File: src/rtl/image_window_crop_pkg.sv
// image_crop_pkg: shared types for the image window cropper.
//   CNT_W          default width of X/Y counters and window fields
//   crop_state_e   frame FSM encoding (IDLE=0, ACTIVE=1)
//   crop_window_t  shadowed window {x_start, x_end, y_start, y_end}
package image_crop_pkg;

  localparam int CNT_W = 12;

  typedef enum logic {
    IDLE   = 1'b0,
    ACTIVE = 1'b1
  } crop_state_e;

  // Field width is fixed at CNT_W; a top-level CNT_WIDTH override must match.
  typedef struct packed {
    logic [CNT_W-1:0] x_start;
    logic [CNT_W-1:0] x_end;
    logic [CNT_W-1:0] y_start;
    logic [CNT_W-1:0] y_end;
  } crop_window_t;

  // Empty or inverted window on either axis.
  function automatic logic window_invalid(input crop_window_t w);
    return (w.x_start >= w.x_end) || (w.y_start >= w.y_end);
  endfunction

endpackage

File: src/rtl/image_window_crop_if.sv
// image_window_crop_if: one raster video stream with vsync/href/de framing.
//   vsync  frame active
//   href   line active
//   de     pixel valid within href
//   data   NUM_CH pixels, channel 0 in the LSBs
// master drives the stream, slave receives it.
interface image_window_crop_if #(
  parameter int NUM_CH           = 2,
  parameter int PIXEL_DATA_WIDTH = 8
);
  logic                               vsync;
  logic                               href;
  logic                               de;
  logic [NUM_CH*PIXEL_DATA_WIDTH-1:0] data;

  modport master (output vsync, href, de, data);
  modport slave  (input  vsync, href, de, data);
endinterface

File: src/rtl/image_window_crop_pos_counter.sv
// image_pos_counter: saturating pixel/line position generator.
//   clk, rst_n   pixel clock, async active-low reset
//   href_i/de_i  input line framing
//   active_i     frame active this cycle (ACTIVE state and vsync still high)
//   xpos_o       valid pixels already seen in the current line
//   ypos_o       lines already completed in the current frame
// Both outputs are registers, so during a pixel they hold the count before it.
module image_pos_counter
  import image_crop_pkg::*;
#(
  parameter int CNT_WIDTH = CNT_W
) (
  input  logic                 clk,
  input  logic                 rst_n,
  input  logic                 href_i,
  input  logic                 de_i,
  input  logic                 active_i,
  output logic [CNT_WIDTH-1:0] xpos_o,
  output logic [CNT_WIDTH-1:0] ypos_o
);

  logic                 href_q;
  logic [CNT_WIDTH-1:0] xpos_q, xpos_d;
  logic [CNT_WIDTH-1:0] ypos_q, ypos_d;
  logic                 href_fall;

  assign href_fall = href_q & ~href_i;

  always_comb begin
    xpos_d = '0;
    if (href_i) begin
      xpos_d = xpos_q;
      if (de_i && (xpos_q != '1)) xpos_d = xpos_q + CNT_WIDTH'(1);
    end

    // A vsync fall drops active_i, so a coincident href fall clears ypos.
    ypos_d = ypos_q;
    if (!active_i) begin
      ypos_d = '0;
    end else if (href_fall && (ypos_q != '1)) begin
      ypos_d = ypos_q + CNT_WIDTH'(1);
    end
  end

  always_ff @(posedge clk or negedge rst_n) begin
    if (!rst_n) begin
      href_q <= 1'b0;
      xpos_q <= '0;
      ypos_q <= '0;
    end else begin
      href_q <= href_i;
      xpos_q <= xpos_d;
      ypos_q <= ypos_d;
    end
  end

  assign xpos_o = xpos_q;
  assign ypos_o = ypos_q;

endmodule

File: src/rtl/image_window_crop.sv
// image_window_crop: crops a runtime-configured window out of a multi-channel
// raster stream. Window config is shadowed at vsync rise; all outputs are
// registered with one cycle of latency.
//   clk, rst_n            pixel clock, async active-low reset
//   image_in              input stream (slave)
//   image_out             cropped stream (master); data is not zeroed, qualify with de
//   cfg_x/y_start/_end    window [start, end) on each axis
//   frame_done            one-cycle pulse after vsync fall
//   crop_lines            out_href lines emitted in the last completed frame
//   cfg_err               shadow window invalid for the current frame
//
// state  | meaning
// IDLE   | between frames, waiting for vsync rise
// ACTIVE | frame in progress, window shadow valid
module image_window_crop
  import image_crop_pkg::*;
#(
  parameter int NUM_CH           = 2,
  parameter int PIXEL_DATA_WIDTH = 8,
  parameter int CNT_WIDTH        = CNT_W
) (
  input  logic                 clk,
  input  logic                 rst_n,
  image_window_crop_if.slave   image_in,
  image_window_crop_if.master  image_out,
  input  logic [CNT_WIDTH-1:0] cfg_x_start,
  input  logic [CNT_WIDTH-1:0] cfg_x_end,
  input  logic [CNT_WIDTH-1:0] cfg_y_start,
  input  logic [CNT_WIDTH-1:0] cfg_y_end,
  output logic                 frame_done,
  output logic [CNT_WIDTH-1:0] crop_lines,
  output logic                 cfg_err
);

  localparam int DW = NUM_CH * PIXEL_DATA_WIDTH;

  crop_state_e          state_q, state_d;
  logic                 vsync_q;
  crop_window_t         win_q, win_d, cfg_win;
  logic                 err_q, err_d;
  logic [CNT_WIDTH-1:0] line_cnt_q, line_cnt_d;
  logic [CNT_WIDTH-1:0] crop_lines_q, crop_lines_d;
  logic                 frame_done_q, frame_done_d;
  logic                 out_vsync_q;
  logic                 out_href_q, out_href_d;
  logic                 out_de_q, out_de_d;
  logic [DW-1:0]        out_data_q;

  logic                 vsync_rise, vsync_fall, active;
  logic [CNT_WIDTH-1:0] xpos, ypos;
  logic                 in_x, in_y;

  assign vsync_rise = image_in.vsync & ~vsync_q;
  assign vsync_fall = ~image_in.vsync & vsync_q;
  // Gating on live vsync forces the output low on the very cycle vsync falls.
  assign active     = (state_q == ACTIVE) & image_in.vsync;

  assign cfg_win = '{x_start: cfg_x_start, x_end: cfg_x_end,
                     y_start: cfg_y_start, y_end: cfg_y_end};

  image_pos_counter #(.CNT_WIDTH(CNT_WIDTH)) u_pos (
    .clk      (clk),
    .rst_n    (rst_n),
    .href_i   (image_in.href),
    .de_i     (image_in.de),
    .active_i (active),
    .xpos_o   (xpos),
    .ypos_o   (ypos)
  );

  assign in_x = (xpos >= win_q.x_start) && (xpos < win_q.x_end);
  assign in_y = (ypos >= win_q.y_start) && (ypos < win_q.y_end);

  always_comb begin
    state_d      = state_q;
    win_d        = win_q;
    err_d        = err_q;
    frame_done_d = 1'b0;
    crop_lines_d = crop_lines_q;
    line_cnt_d   = line_cnt_q;

    out_href_d = image_in.href & in_y & active & ~err_q;
    out_de_d   = image_in.de & in_x & out_href_d;

    if (out_href_q && !out_href_d) line_cnt_d = line_cnt_q + CNT_WIDTH'(1);

    case (state_q)
      IDLE: begin
        if (vsync_rise) begin
          state_d    = ACTIVE;
          win_d      = cfg_win;
          err_d      = window_invalid(cfg_win);
          line_cnt_d = '0;
        end
      end
      ACTIVE: begin
        if (vsync_fall) begin
          state_d      = IDLE;
          frame_done_d = 1'b1;
          // A line cut short by vsync still counts: it did emit pixels.
          crop_lines_d = line_cnt_d;
        end
      end
      default: state_d = IDLE;
    endcase
  end

  always_ff @(posedge clk or negedge rst_n) begin
    if (!rst_n) begin
      state_q      <= IDLE;
      // Treat vsync as already high so a frame in flight at release is skipped.
      vsync_q      <= 1'b1;
      win_q        <= '0;
      err_q        <= 1'b0;
      line_cnt_q   <= '0;
      crop_lines_q <= '0;
      frame_done_q <= 1'b0;
      out_vsync_q  <= 1'b0;
      out_href_q   <= 1'b0;
      out_de_q     <= 1'b0;
      out_data_q   <= '0;
    end else begin
      state_q      <= state_d;
      vsync_q      <= image_in.vsync;
      win_q        <= win_d;
      err_q        <= err_d;
      line_cnt_q   <= line_cnt_d;
      crop_lines_q <= crop_lines_d;
      frame_done_q <= frame_done_d;
      out_vsync_q  <= image_in.vsync;
      out_href_q   <= out_href_d;
      out_de_q     <= out_de_d;
      out_data_q   <= image_in.data;
    end
  end

  assign image_out.vsync = out_vsync_q;
  assign image_out.href  = out_href_q;
  assign image_out.de    = out_de_q;
  assign image_out.data  = out_data_q;
  assign frame_done      = frame_done_q;
  assign crop_lines      = crop_lines_q;
  assign cfg_err         = err_q;

endmodule

File: src/flat_wrapper.sv
// flat-port wrapper written by rule: the top's interface ports become plain ports
module image_window_crop_flat import image_crop_pkg::*;
#(
  parameter int NUM_CH           = 2,
  parameter int PIXEL_DATA_WIDTH = 8,
  parameter int CNT_WIDTH        = CNT_W
)
  (clk, rst_n, cfg_x_start, cfg_x_end, cfg_y_start, cfg_y_end, frame_done, crop_lines, cfg_err, image_in_vsync, image_in_href, image_in_de, image_in_data, image_out_vsync, image_out_href, image_out_de, image_out_data);
  image_window_crop_if #(.NUM_CH(NUM_CH), .PIXEL_DATA_WIDTH(PIXEL_DATA_WIDTH)) image_in_i ();
  image_window_crop_if #(.NUM_CH(NUM_CH), .PIXEL_DATA_WIDTH(PIXEL_DATA_WIDTH)) image_out_i ();
  input  logic clk;
  input  logic rst_n;
  input  logic [CNT_WIDTH-1:0] cfg_x_start;
  input  logic [CNT_WIDTH-1:0] cfg_x_end;
  input  logic [CNT_WIDTH-1:0] cfg_y_start;
  input  logic [CNT_WIDTH-1:0] cfg_y_end;
  output logic frame_done;
  output logic [CNT_WIDTH-1:0] crop_lines;
  output logic cfg_err;
  input wire logic [$bits(image_in_i.vsync)-1:0] image_in_vsync;
  input wire logic [$bits(image_in_i.href)-1:0] image_in_href;
  input wire logic [$bits(image_in_i.de)-1:0] image_in_de;
  input wire logic [$bits(image_in_i.data)-1:0] image_in_data;
  output wire logic [$bits(image_out_i.vsync)-1:0] image_out_vsync;
  output wire logic [$bits(image_out_i.href)-1:0] image_out_href;
  output wire logic [$bits(image_out_i.de)-1:0] image_out_de;
  output wire logic [$bits(image_out_i.data)-1:0] image_out_data;
  assign image_in_i.vsync = image_in_vsync;
  assign image_in_i.href = image_in_href;
  assign image_in_i.de = image_in_de;
  assign image_in_i.data = image_in_data;
  assign image_out_vsync = image_out_i.vsync;
  assign image_out_href = image_out_i.href;
  assign image_out_de = image_out_i.de;
  assign image_out_data = image_out_i.data;
  image_window_crop #(.NUM_CH(NUM_CH), .PIXEL_DATA_WIDTH(PIXEL_DATA_WIDTH), .CNT_WIDTH(CNT_WIDTH)) u_core (.clk(clk), .rst_n(rst_n), .image_in(image_in_i), .image_out(image_out_i), .cfg_x_start(cfg_x_start), .cfg_x_end(cfg_x_end), .cfg_y_start(cfg_y_start), .cfg_y_end(cfg_y_end), .frame_done(frame_done), .crop_lines(crop_lines), .cfg_err(cfg_err));
endmodule
File: config.mk
export PLATFORM = sky130hd
export DESIGN_NAME = image_window_crop_flat
export DESIGN_NICKNAME = d
export VERILOG_FILES = /design/src/rtl/image_window_crop_pkg.sv /design/src/rtl/image_window_crop_if.sv /design/src/rtl/image_window_crop_pos_counter.sv /design/src/rtl/image_window_crop.sv /design/src/flat_wrapper.sv
export SDC_FILE = /design/constraint.sdc
export NUM_CORES = 1
export LEC_CHECK = 0
export CAP_MARGIN = 20
export CORE_ASPECT_RATIO = 1.1
export CORE_MARGIN = 4
export CORE_UTILIZATION = 40
export DETAILED_ROUTE_END_ITERATION = 7
export SETUP_SLACK_MARGIN = 0.4
export SLEW_MARGIN = 20
export SYNTH_ARGS = -nofsm -noshare
export SYNTH_HDL_FRONTEND = slang
export SYNTH_SLANG_ARGS = --single-unit
File: constraint.sdc
create_clock -name clk -period 2.9 [get_ports clk]
set_input_delay 0.435 -clock clk [delete_from_list [all_inputs] [get_ports clk]]
set_output_delay 0.435 -clock clk [all_outputs]
set_load 0.03 [all_outputs]
==> reports/qor.yml, run 1 <==
synth_edf_count: 0
via_per_inst: 5.00
hold_buffers: 0
clock_skew_ns: 0.00582
synth_top_area_share_pct: 46.6
async_flop_share_pct: 100
maxCapViolCount: 0
min_path_type: "input port to asynchronous set/reset pin"
drc_errors: 0
required_ns: 3.19
synth-adder-area-share_pct: 14.5
start_util_pct: 40.8
synth_cells: 650
placed_cells: 944
drt_iter0_markers: 306
drt.antenna.violating_nets: 0
dp_hpwl_um: 10900
worstPathMaxFanout: 5
portBuffers: 101
status: "finished clean"
nFillCells: 1376
drt_pass1_iterations: 4
synth_top_family_by_area: "adder cells"
fin_nets: 906
path_clk_slew_ns: 0.05
worstSetupPathType: "flip-flop to flip-flop"
syn_nets: 792
ir_worst_vdd_mv: 0.421
synth_most_common_cell: "dfrtp_1"
die_h_um: 141
finalPower_w: 0.00487
stdcell_count: 977
synth_ff_type: "dfrtp_1"
tns_ns: 0
synth_xor_area_share_pct: 4.07
synth_seq_cells: 120
rsz0062_at_grt: "no"
grt.total_usage_pct: 16.7
period_share_pct: 82.6
post-route-worst-setup-slack_ns: 0.506
r2r-start: "u_core.u_pos.ypos_o[9]"
fin_crit_ns: 2.39
vias: 4885
grt_pass1_vias: 5010
pre_cts_ws_ns: 0.198
yosysWarnings: 0
max_freq_ghz: 0.418
yosysSeqAreaShare_pct: 47.0
synthDistinctLibCells: 49
clock_latency_ns: 0.42
routedWlPerCell_um: 14.5
synth_top_area_cell: "dfrtp_1"
tightest_slew_ns: 0.585
p_leak_nw: 3.93
p_per_area_nw_per_um2: 583
cts_tree: "yes"
cts-root-buf: "clkbuf_16"
gp_congestion: 0.870
cts_sinks: 120
synth.top_cells.by_count: "dfrtp_1 (119), nand2_1 (87), inv_1 (77)"
yosys-top-cells-area: "dfrtp_1 (47%), ha_1 (14%), nand2_1 (5.1%)"
cp_slowest_cell: "dfrtp_1"
syn_to_final_growth_pct: 30.8
finalHoldViolCount: 0
cp-start-kind: "flip-flop"
crit_start: "u_core.u_pos.ypos_o[9]"
cts_buffer_depth: 2
utilization_pct: 53.3
dieArea_um2: 18100
setup_viol: 0
diodes: 0
cp_slowest_stage_delay_ns: 0.44
critPathCaptureType: "flip-flop"
slew_headroom_pct: 61.0
yosys.area_share.simple_pct: 14.4
worstPathCellList: "ha_1 -> nand4_1 -> nor4_2 -> nor4b_4 -> buf_4 -> a211oi_1 -> xnor2_1 -> o21ai_1"
synth_compound_area_share_pct: 13.5
antenna_found_initial: 0
rows: 48
totalWireLength_um: 14100
core_um2: 15700
h-tree-depth: 4
muxShareOfSynthArea_pct: 0.862
ioPinCount: 102
overflow: 0
grt_max_degree: 63
arrival_ns: 2.68
syn_area_per_cell_um2: 9.83
drive_above_1_share_pct: 9.27
die_w_um: 128
numCtsBuffers: 17
final_max_slew_viol_count: 0
grt_pass1_wl_um: 24200
netlist_area_um2: 6390
==> final timing paths <==
kind | to | cells after the start | slack (ns)
max | u_core.crop_lines[3] | 8 | 0.51
min | u_core.image_out.data[10] | 1 | 0.01
max reg2reg | u_core.crop_lines[3] | 8 | 0.51
min reg2reg | u_core.crop_lines[2] | 2 | 0.48
max in group asynchronous | u_core.vsync_q | 2 | 2.04
min in group clk | u_core.image_out.data[2] | 1 | 0.46
==> power by group <==
group          total (W)  internal, W  switching [W]
Sequential       0.00190      0.00184      0.0000611
Combinational   0.000771     0.000353       0.000417
Clock            0.00220      0.00148       0.000714
==> timing repair <==
action,CTS,global route
pin swaps,0,3
endpoints found under the setup margin,2,18
buffers inserted,0,1
resized for setup,2,6
==> registers in the layout (all words and copies together) (netlist names) <==
register / flops
u_core.image_out.data: 16
u_core.cfg_err: 1
u_core.state_q: 1
u_core.vsync_q: 1
u_core.u_pos.xpos_o: 12
u_core.crop_lines: 12
u_core.u_pos.ypos_o: 12
u_core.image_out.de: 1
u_core.line_cnt_q: 12
u_core.u_pos.href_q: 1
u_core.image_out.vsync: 1
u_core.image_out.href: 1
u_core.frame_done: 1
u_core.win_q: 48
==> kinds of logic (layout without fill, tap and decap cells) <==
family          count (synthesis)  in the layout
flops                         120            120
compound gates                139            139
buf+inv                        95            222
xor+xnor                       28             28
fa+ha+maj                      74             74
mux                             5              5
simple gates                  189            189
==> worst max-delay path, delay by kind of cell, from the launching register on <==
kind,cells,cell delay (ns)
XOR/XNOR,1,0.22
flip-flops,1,0.44
adder cells (fa/ha/maj),1,0.33
AO/OA/AOI/OAI,2,0.41
buffers and inverters,1,0.16
AND/OR/NAND/NOR,3,0.70
==> cell usage in the layout (no fill, tap or decap), types with 4 or more instances in the layout <==
cell type	n
nor2_1	29
and2_1	13
o21ai_1	12
nand2b_1	4
a211oi_1	6
a21o_1	15
or3_1	5
inv_1	77
nand3_1	14
a21oi_1	18
clkdlybuf4s50_1	100
a21oi_2	10
o21ai_0	59
xnor2_1	17
nand4_1	12
nand2_1	87
o21a_1	4
mux2_2	4
clkbuf_8	6
and3_1	4
ha_1	72
buf_4	10
xor2_1	8
clkbuf_16	17
dfrtp_1	117
and4_1	4
nor2b_1	5
nor3_1	4
==> routing by layer <==
| layer | up-vias | share of wire [%] | GRT usage, % |
|---|---|---|---|
| met5 | - | 0 | 0 |
| met4 | 0 | 2.2 | 6.85 |
| met3 | 25 | 4.8 | 3.78 |
| met2 | 115 | 48 | 26.9 |
| met1 | 2309 | 45 | 21.7 |
| li1 | 2436 | - | - |
==> layout make-up <==
class,count,area [µm²],area share (%)
repair buffers,113,1130,13.5
clock buffers,25,515,6.17
well taps,200,250,2.99
multi-input cells,435,3060,36.6
flip-flops and latches,120,3010,36.0
clock inverters,7,113,1.35
inverters,77,289,3.46
==> through the flow <==
step           hold slack, ns  instance area (µm²)
2_1_floorplan           0.139                 6390
3_3_place_gp            0.468                 7680
3_5_place_dp            0.475                 7680
4_1_cts                0.0269                 8320
5_1_grt                0.0677                 8360
6_report               0.0120                 8360
Note: power is estimated with default switching activity, not from simulation.
==> inputs of run 2 (changes only) <==
==> constraint.sdc (replaced) <==
create_clock -name clk -period 2.1 [get_ports clk]
set_input_delay 0.315 -clock clk [delete_from_list [all_inputs] [get_ports clk]]
set_output_delay 0.315 -clock clk [all_outputs]
set_load 0.03 [all_outputs]
==> run 2 against run 1 <==
Compared with the run above: the flow now finishes with violations (setup timing); worst setup slack lost 0.70 ns; hold slack gained 0.15 ns; sequential cell count is the same; critical path type unchanged; largest cell class unchanged.
==> reports/qor.yml, run 2 (same netlist as run 1, synthesis figures left out) <==
cts_sinks: 120
max_freq_ghz: 0.436
p_leak_nw: 4.51
rows: 48
p_per_area_nw_per_um2: 763
cp_slowest_cell: "dfrtp_1"
required_ns: 2.40
ir_worst_vdd_mv: 0.633
die_h_um: 141
grt_pass1_vias: 5479
start_util_pct: 40.8
finalHoldViolCount: 0
core_um2: 15700
vias: 5145
largest_reg_flops: 48
min_path_type: "input port to flip-flop"
drt_pass1_iterations: 4
tns_ns: -3.48
fin_crit_ns: 2.30
worstPathCellList: "ha_1 -> o21ai_0 -> nor2_1 -> a211oi_2 -> buf_4 -> o21ai_2 -> buf_6 -> a21oi_4 -> mux2i_2 -> a21oi_1"
final_cell_mix: "dfrtp_1 (112), nand2_1 (84), inv_1 (74), ha_1 (61), buf_4 (57)"
cp_slowest_stage_delay_ns: 0.45
grt_max_degree: 74
clock_skew_ns: 0.00571
fin_nets: 969
status: "finished with violations"
grt_pass1_wl_um: 26100
drive_above_1_share_pct: 24.2
path_buf_inv: 2
path_clk_slew_ns: 0.05
worstSetupPathType: "flip-flop to flip-flop"
drt_iter0_markers: 233
worstPathMaxFanout: 4
failed_checks: "setup timing"
final_common_cell: "dfrtp_1"
dieArea_um2: 18100
rsz0062_at_grt: "yes"
arrival_ns: 2.59
drc_errors: 0
cts-root-buf: "clkbuf_16"
largest-register: "u_core.win_q"
clock_latency_ns: 0.42
nFillCells: 1323
slew_headroom_pct: 71.9
diodes: 0
overflow: 0
syn_to_final_growth_pct: 47.2
cts_tree: "yes"
critPathCaptureType: "flip-flop"
die_w_um: 128
cpLargestDelayFamily: "compound AO/OA/AOI/OAI gates"
ioPinCount: 102
cp-start-kind: "flip-flop"
dp_hpwl_um: 11400
routedWlPerCell_um: 15.2
antenna_found_initial: 0
final_max_slew_viol_count: 0
grt.total_usage_pct: 18.1
numCtsBuffers: 17
via_per_inst: 4.95
gp_congestion: 0.822
setup_viol: 25
portBuffers: 101
post-route-worst-setup-slack_ns: -0.195
finalPower_w: 0.00718
cts_buffer_depth: 2
period_share_pct: 109
h-tree-depth: 4
totalWireLength_um: 15800
r2r_slack_ns: -0.20
maxCapViolCount: 0
tightest_slew_ns: 0.422
drt.antenna.violating_nets: 0
[run 2: changes by cell type in the layout (fill, tap and decap cells not counted), sizes merged, moves of 2 or more]
| cell | before | now |
|---|---|---|
| bufinv | 3 | 5 |
| dlymetal6s2s | 0 | 5 |
| buf | 13 | 75 |
| clkdlybuf4s50 | 100 | 56 |
| dlygate4sd2 | 0 | 39 |
| clkbuf | 25 | 23 |
[run 2: worst min-delay path, stage by stage]
cell and delay [ns]:
dlymetal6s2s_1 0.11, nand2_1 0.05, o21ai_0 0.07
[run 2: area by class of cell]
type / instances / area, µm² / area share, %
inverters: 77 / 289 / 3.07
clock inverters: 8 / 165 / 1.76
multi-input cells: 435 / 3520 / 37.5
flip-flops and latches: 120 / 3010 / 32.0
clock buffers: 23 / 498 / 5.29
well taps: 200 / 250 / 2.66
repair buffers: 176 / 1670 / 17.7
[run 2: stage by stage]
step | setup WS [ns] | instances | cell area, µm² | hold slack [ns] | util, %
floorplan | 0.123 | 650 | 6460 | 0.0194 | -
global placement | -0.366 | 986 | 8130 | 0.336 | 51.8
detailed placement | -0.416 | 986 | 8130 | 0.331 | 51.8
CTS | -0.201 | 1031 | 9100 | 0.265 | 58.1
global route | -0.277 | 1039 | 9410 | 0.207 | 60.0
finish | -0.195 | 1039 | 9410 | 0.165 | 60.0
[run 2: repair_timing]
item	4_1_cts	5_1_grt
pin swaps	53	38
buffers inserted	13	8
endpoints found under the setup margin	73	46
hold buffers	1	0
gates resized for setup	92	51
hold endpoints to repair	119	0
[run 2: final timing paths]
kind                                   startpoint                  endpoint  cells past startpoint
max                        u_core.u_pos.ypos_o[6]      u_core.crop_lines[1]                     10
min                                cfg_x_start[1]          u_core.win_q[37]                      3
max reg2reg                u_core.u_pos.ypos_o[6]      u_core.crop_lines[1]                     10
min reg2reg                 u_core.crop_lines[11]     u_core.crop_lines[11]                      2
max in group asynchronous                   rst_n            u_core.vsync_q                      3
min in group asynchronous                   rst_n  u_core.image_out.data[7]                      3
[run 2: metal layers]
layer  up-vias  wire [µm]  global-route usage [%]
met2       106       7720                    30.5
met3        21        529                    3.28
li1       2550          -                       -
met1      2468       7280                    23.3
met5         -          0                       0
met4         0        291                    6.80
[run 2: where the power goes]
| part | switching (W) | internal (W) |
|---|---|---|
| combinational | 0.000669 | 0.000610 |
| clock | 0.00102 | 0.00225 |
| sequential | 0.0000880 | 0.00254 |
| total | 0.00177 | 0.00540 |
==> inputs of run 3 (changes only) <==
--- a/config.mk
+++ b/config.mk
@@ -5,6 +5,7 @@
 export SDC_FILE = /design/constraint.sdc
 export NUM_CORES = 1
 export LEC_CHECK = 0
+export ABC_AREA = 1
 export CAP_MARGIN = 20
 export CORE_ASPECT_RATIO = 1.1
 export CORE_MARGIN = 4
==> run 3 against run 2 <==
Compared with the run above: the flow now finishes without violations; total power is 0.77% higher; clock power is 5% lower; worst setup slack better by 0.36 ns; critical path type unchanged; largest power group unchanged.
==> reports/qor.yml, run 3 <==
gp_congestion: 0.820
yosysWarnings: 0
syn_to_final_growth_pct: 41.0
final_common_cell: "nand2_1"
cp_slowest_cell: "dfrtp_1"
die_h_um: 143
yosysSeqAreaShare_pct: 45.0
placed_cells: 1115
p_leak_nw: 4.69
drt_pass1_iterations: 6
final_cell_mix: "nand2_1 (184), inv_1 (119), dfrtp_1 (110), clkdlybuf4s50_1 (62), o21ai_0 (58)"
synth_edf_count: 0
post-route-worst-setup-slack_ns: 0.164
period_share_pct: 92.2
multi_input_comb_area_um2: 3570
min_path_type: "input port to flip-flop"
largest_reg_flops: 48
rsz0062_at_grt: "yes"
vias: 5720
clock_latency_ns: 0.42
synth_top_area_share_pct: 44.7
cts-root-buf: "clkbuf_16"
final_area_um2: 9400
setup_viol: 0
maxCapViolCount: 0
worstPathCellList: "ha_1 -> nand2_2 -> nor2_2 -> and2_1 -> nand2_1 -> nand4_1 -> nand3_4 -> buf_6 -> nand3_2 -> nand2_1 -> nand2_1 -> nand2_1"
path_buf_inv: 1
stdcell_count: 1175
fin_crit_ns: 1.94
cts_tree: "yes"
slew_headroom_pct: 69.2
totalWireLength_um: 17000
synth_top_area_cell: "dfrtp_1"
cts_buffer_depth: 2
drt_iter0_markers: 297
critPathCaptureType: "flip-flop"
antenna_found_initial: 0
synth_most_common_cell: "nand2_1"
numCtsBuffers: 17
tightest_slew_ns: 0.461
dp_hpwl_um: 11800
ioPinCount: 102
final_max_slew_viol_count: 0
grt.total_usage_pct: 17.8
netlist_area_um2: 6670
seqCellArea_um2: 3020
routedWlPerCell_um: 14.5
whs_ns: 0.190
drive_above_1_share_pct: 19.4
cp_slowest_stage_delay_ns: 0.41
synth.top_cells.by_count: "nand2_1 (202), inv_1 (125), dfrtp_1 (119)"
crit_top_cell: "nand2_1"
clock_skew_ns: 0.00668
finalHoldViolCount: 0
path_clk_slew_ns: 0.06
arrival_ns: 2.24
die_w_um: 131
portBuffers: 101
worstSetupPathType: "flip-flop to flip-flop"
via_per_inst: 4.87
start_util_pct: 40.7
p_per_area_nw_per_um2: 769
diodes: 0
required_ns: 2.41
max_freq_ghz: 0.516
syn_area_per_cell_um2: 8.25
ir_worst_vdd_mv: 0.538
cp-start-kind: "flip-flop"
drt.antenna.violating_nets: 0
top_layer: "met4"
dieArea_um2: 18800
largest-register: "u_core.win_q"
yosys-top-cells-area: "dfrtp_1 (45%), ha_1 (14%), nand2_1 (11%)"
synth_cells: 808
drc_errors: 0
dr_wl_met2_um: 8240
cpLargestDelayFamily: "simple AND/OR/NAND/NOR gates"
fin_nets: 1100
async_flop_share_pct: 100
grt_pass1_vias: 5592
place_area_um2: 8040
status: "finished clean"
cts_sinks: 120
pre_cts_ws_ns: -0.0571
grt_pass1_wl_um: 27000
overflow: 0
nFillCells: 1446
syn_nets: 950
worstPathMaxFanout: 5
core_um2: 16400
synthDistinctLibCells: 40
synth_seq_cells: 120
grt_max_degree: 52
rows: 49
h-tree-depth: 4
wl_met1_um: 7890
synth_ff_type: "dfrtp_1"
wl_met3_um: 653
run 3: cell count changes in the layout (fill, tap and decap cells not counted), moves of 14 or more:
cell     before  now
a21o_1       15    1
a21oi_1       8   43
buf_4        57   33
inv_1        74  119
nand2_1      84  184
nand2_2       1   23
nand3_1      11   26
run 3: worst register-to-register path: stages (launching register included):
cell     delay [ns]
dfrtp_1        0.41
ha_1           0.32
nand2_2        0.07
nor2_2         0.12
and2_1         0.13
nand2_1        0.05
nand4_1        0.12
nand3_4        0.18
buf_6          0.20
nand3_2        0.06
nand2_1        0.05
nand2_1        0.05
nand2_1        0.05
run 3: layout make-up:
| type | instances | share of cell area (%) |
|---|---|---|
| multi-input combinational | 541 | 38.0 |
| sequential | 120 | 32.1 |
| timing repair buffer | 149 | 15.3 |
| inverter | 129 | 5.23 |
| clock buffer | 18 | 4.57 |
| tap | 204 | 2.72 |
| clock inverter | 14 | 2.13 |
run 3: path summary, 6_finish.rpt:
check | endpoint | slack, ns | from | cells after the start
setup / recovery | u_core.crop_lines[4] | 0.16 | u_core.u_pos.ypos_o[5] | 12
setup reg to reg | u_core.crop_lines[4] | 0.16 | u_core.u_pos.ypos_o[5] | 12
max in group asynchronous | u_core.vsync_q | 1.08 | rst_n | 3
hold / removal | u_core.win_q[22] | 0.19 | cfg_y_start[10] | 3
hold reg to reg | u_core.crop_lines[10] | 0.47 | u_core.crop_lines[10] | 2
min in group asynchronous | u_core.win_q[38] | 0.38 | rst_n | 2
run 3: power breakdown:
part	internal, W	total (W)	leakage [nW]	switching [W]
logic	0.000580	0.00140	2.87	0.000817
registers	0.00260	0.00273	1.53	0.000128
clock network	0.00199	0.00311	0.285	0.00112
run 3: cells by family after synthesis:
group	count (synthesis)	share of synthesized area, %
buf+inv	147	8.63
simple gates	326	20.9
fa+ha+maj	73	13.7
xor+xnor	10	1.31
flops	120	45.0
compound gates	132	10.4
run 3: per-layer routing:
layer	track usage [%]	vias up
met5	0	-
met4	5.25	0
met3	3.92	16
met2	29.4	121
met1	23.6	2668
li1	-	2915
run 3: metrics by stage:
stage | power, W | util [%] | TNS (ns)
finish | 0.00723 | 57.4 | 0
global route | 0.00766 | 57.4 | 0
CTS | 0.00723 | 54.6 | 0
detailed placement | 0.00406 | 49.1 | -0.0571
global placement | 0.00403 | 49.1 | -0.0477
floorplan | 0.00353 | - | 0
run 3: timing repair:
| item | in CTS | in global routing |
|---|---|---|
| hold buffers | 1 | 0 |
| setup endpoints to repair | 67 | 50 |
| resized for setup | 67 | 96 |
| pin swaps | 14 | 33 |
| endpoints found under the hold margin | 30 | 0 |
| gates cloned | 1 | 0 |
| setup buffers | 18 | 8 |
==> RTL change (settings of run 3) <==
Put one more register stage on the output `crop_lines`, cleared by the reset. The value now appears one clock later. The other outputs are not delayed to match.
--- a/src/rtl/image_window_crop.sv
+++ b/src/rtl/image_window_crop.sv
@@ -139,7 +139,13 @@
   assign image_out.de    = out_de_q;
   assign image_out.data  = out_data_q;
   assign frame_done      = frame_done_q;
-  assign crop_lines      = crop_lines_q;
+  always_ff @(posedge clk or negedge rst_n) begin
+    if (!rst_n) begin
+      crop_lines <= '0;
+    end else begin
+      crop_lines <= crop_lines_q;
+    end
+  end
   assign cfg_err         = err_q;
 
 endmodule
Formal check against the unedited RTL: not equivalent (a bounded check fails within 10 cycles, from zero or initial values and one cycle with rst_n low).
==> RTL change against run 3 <==
Cell area up 6.5%; area after synthesis up 4.9%; sequential cell count up 12; sequential power up 8.8%; clock power down 4%; largest power group unchanged; worst setup slack better by 0.0082 ns; critical endpoint is now u_core.crop_lines_q[4]; total power up 2.9%; highest routed layer unchanged; routed wire length up 1.2%; largest cell class unchanged; synthesized cell count up 2.1%; count of clock-buffer cells in the layout down 1.
==> RTL change: results (changes against run 3) <==
ir_drop_uv: 635.1  # +18%
grt_max_degree: 66  # +27%
multi_input_cells: 549  # +1.5%
grt_pass1_vias: 5704  # +2.0%
n_all_inverters: 127  # -1.6%
regArea_mm2: 0.003319  # +10%
hold_depth: 4  # +1
final-nonclk-buf-share_pct: 15.68  # +0.43 points
synth_xor_area_share_pct: 1.627  # +0.31 points
crit_slowest_cell: "dfrtp_2"
fill_cells: 1506  # +4.1%
worstHoldStart: "cfg_x_start[5]"
worstHoldEndpoint: "u_core.win_q[41]"
gp_congestion: 0.8417  # +2.6%
nClkBuffers: 17  # -1
fin_nets: 1135  # +3.2%
power_sequential_mw: 2.97  # +8.8%
ys_seq_area_share_pct: 47.23  # +2.2 points
relSlewSlack_pct: 70.70  # +1.5 points
reg2reg_from: "u_core.u_pos.ypos_o[11]"
grt_usage_pct: 17.62  # -0.14 points
synth_nets: 967  # +1.8%
ys_top_cells_by_count: "nand2_1 (207), dfrtp_1 (131), inv_1 (125)"
yosys.area_share.adder_pct: 13.05  # -0.64 points
status: "finished, final reports clean"
final-clk-cell-share_pct: 5.910  # -0.79 points
areaGrowthSynthToFinish_pct: 43.13
vias: 5842  # +2.1%
n_all_buffers: 166  # +11%
cts.sink_count: 132  # +10%
p_comb_mw: 1.47  # +5%
grt_first_pass_wirelength_mm: 27.77  # +2.7%
crit_arrival_ns: 2.29  # +0.05 ns
max_stage_delay_ns: 0.46  # +0.05 ns
p_leak_nw: 4.916  # +4.9%
power_mw: 7.438  # +2.9%
placed_cell_area_mm2: 0.008527  # +6.1%
p_sw_mw: 2.210  # +7.3%
synth_area_leaders: "dfrtp_1 (47%), ha_1 (13%), nand2_1 (11%)"
synth_cell_types: 39  # -2.5%
wirelength_mm: 17.21  # +1.2%
synth_compound_area_share_pct: 9.496  # -0.94 points
multiInputGateArea_mm2: 0.003756  # +5.1%
ctsResizeCount: 59  # -12%
drt_iter0_drc: 336  # +13%
-- RTL change: changes by cell type in the layout (fill, tap and decap cells not counted), sizes merged, moves of 5 or more --
cell / change
nand2: +6
nor2: +5
dfrtp: +12
buf: +16
-- RTL change: metrics by stage --
stage,instances,worst slack [ns]
after floorplan,825,0.3493
after global placement,1176,-0.03845
after detailed placement,1176,-0.05687
after CTS,1229,0.1769
after global routing,1240,0.07315
final,1240,0.1718
-- RTL change: metal layers --
| metal | track usage (%) | part of all wire, % | up-vias |
|---|---|---|---|
| li1 | - | - | 2991 |
| met1 | 23.78 | 46 | 2709 |
| met2 | 27.93 | 47 | 118 |
| met3 | 3.938 | 4.4 | 24 |
| met4 | 6.517 | 2.0 | 0 |
| met5 | 0 | 0 | - |
-- RTL change: cells by family (layout without fill, tap and decap cells) --
family / after synthesis / after routing
AOI/OAI and AO/OA: 125 / 125
xor gates and xnor gates: 13 / 13
adders and majority gates: 73 / 73
buffers and inverters: 145 / 325
DFF: 132 / 132
and+or+nand+nor: 337 / 338
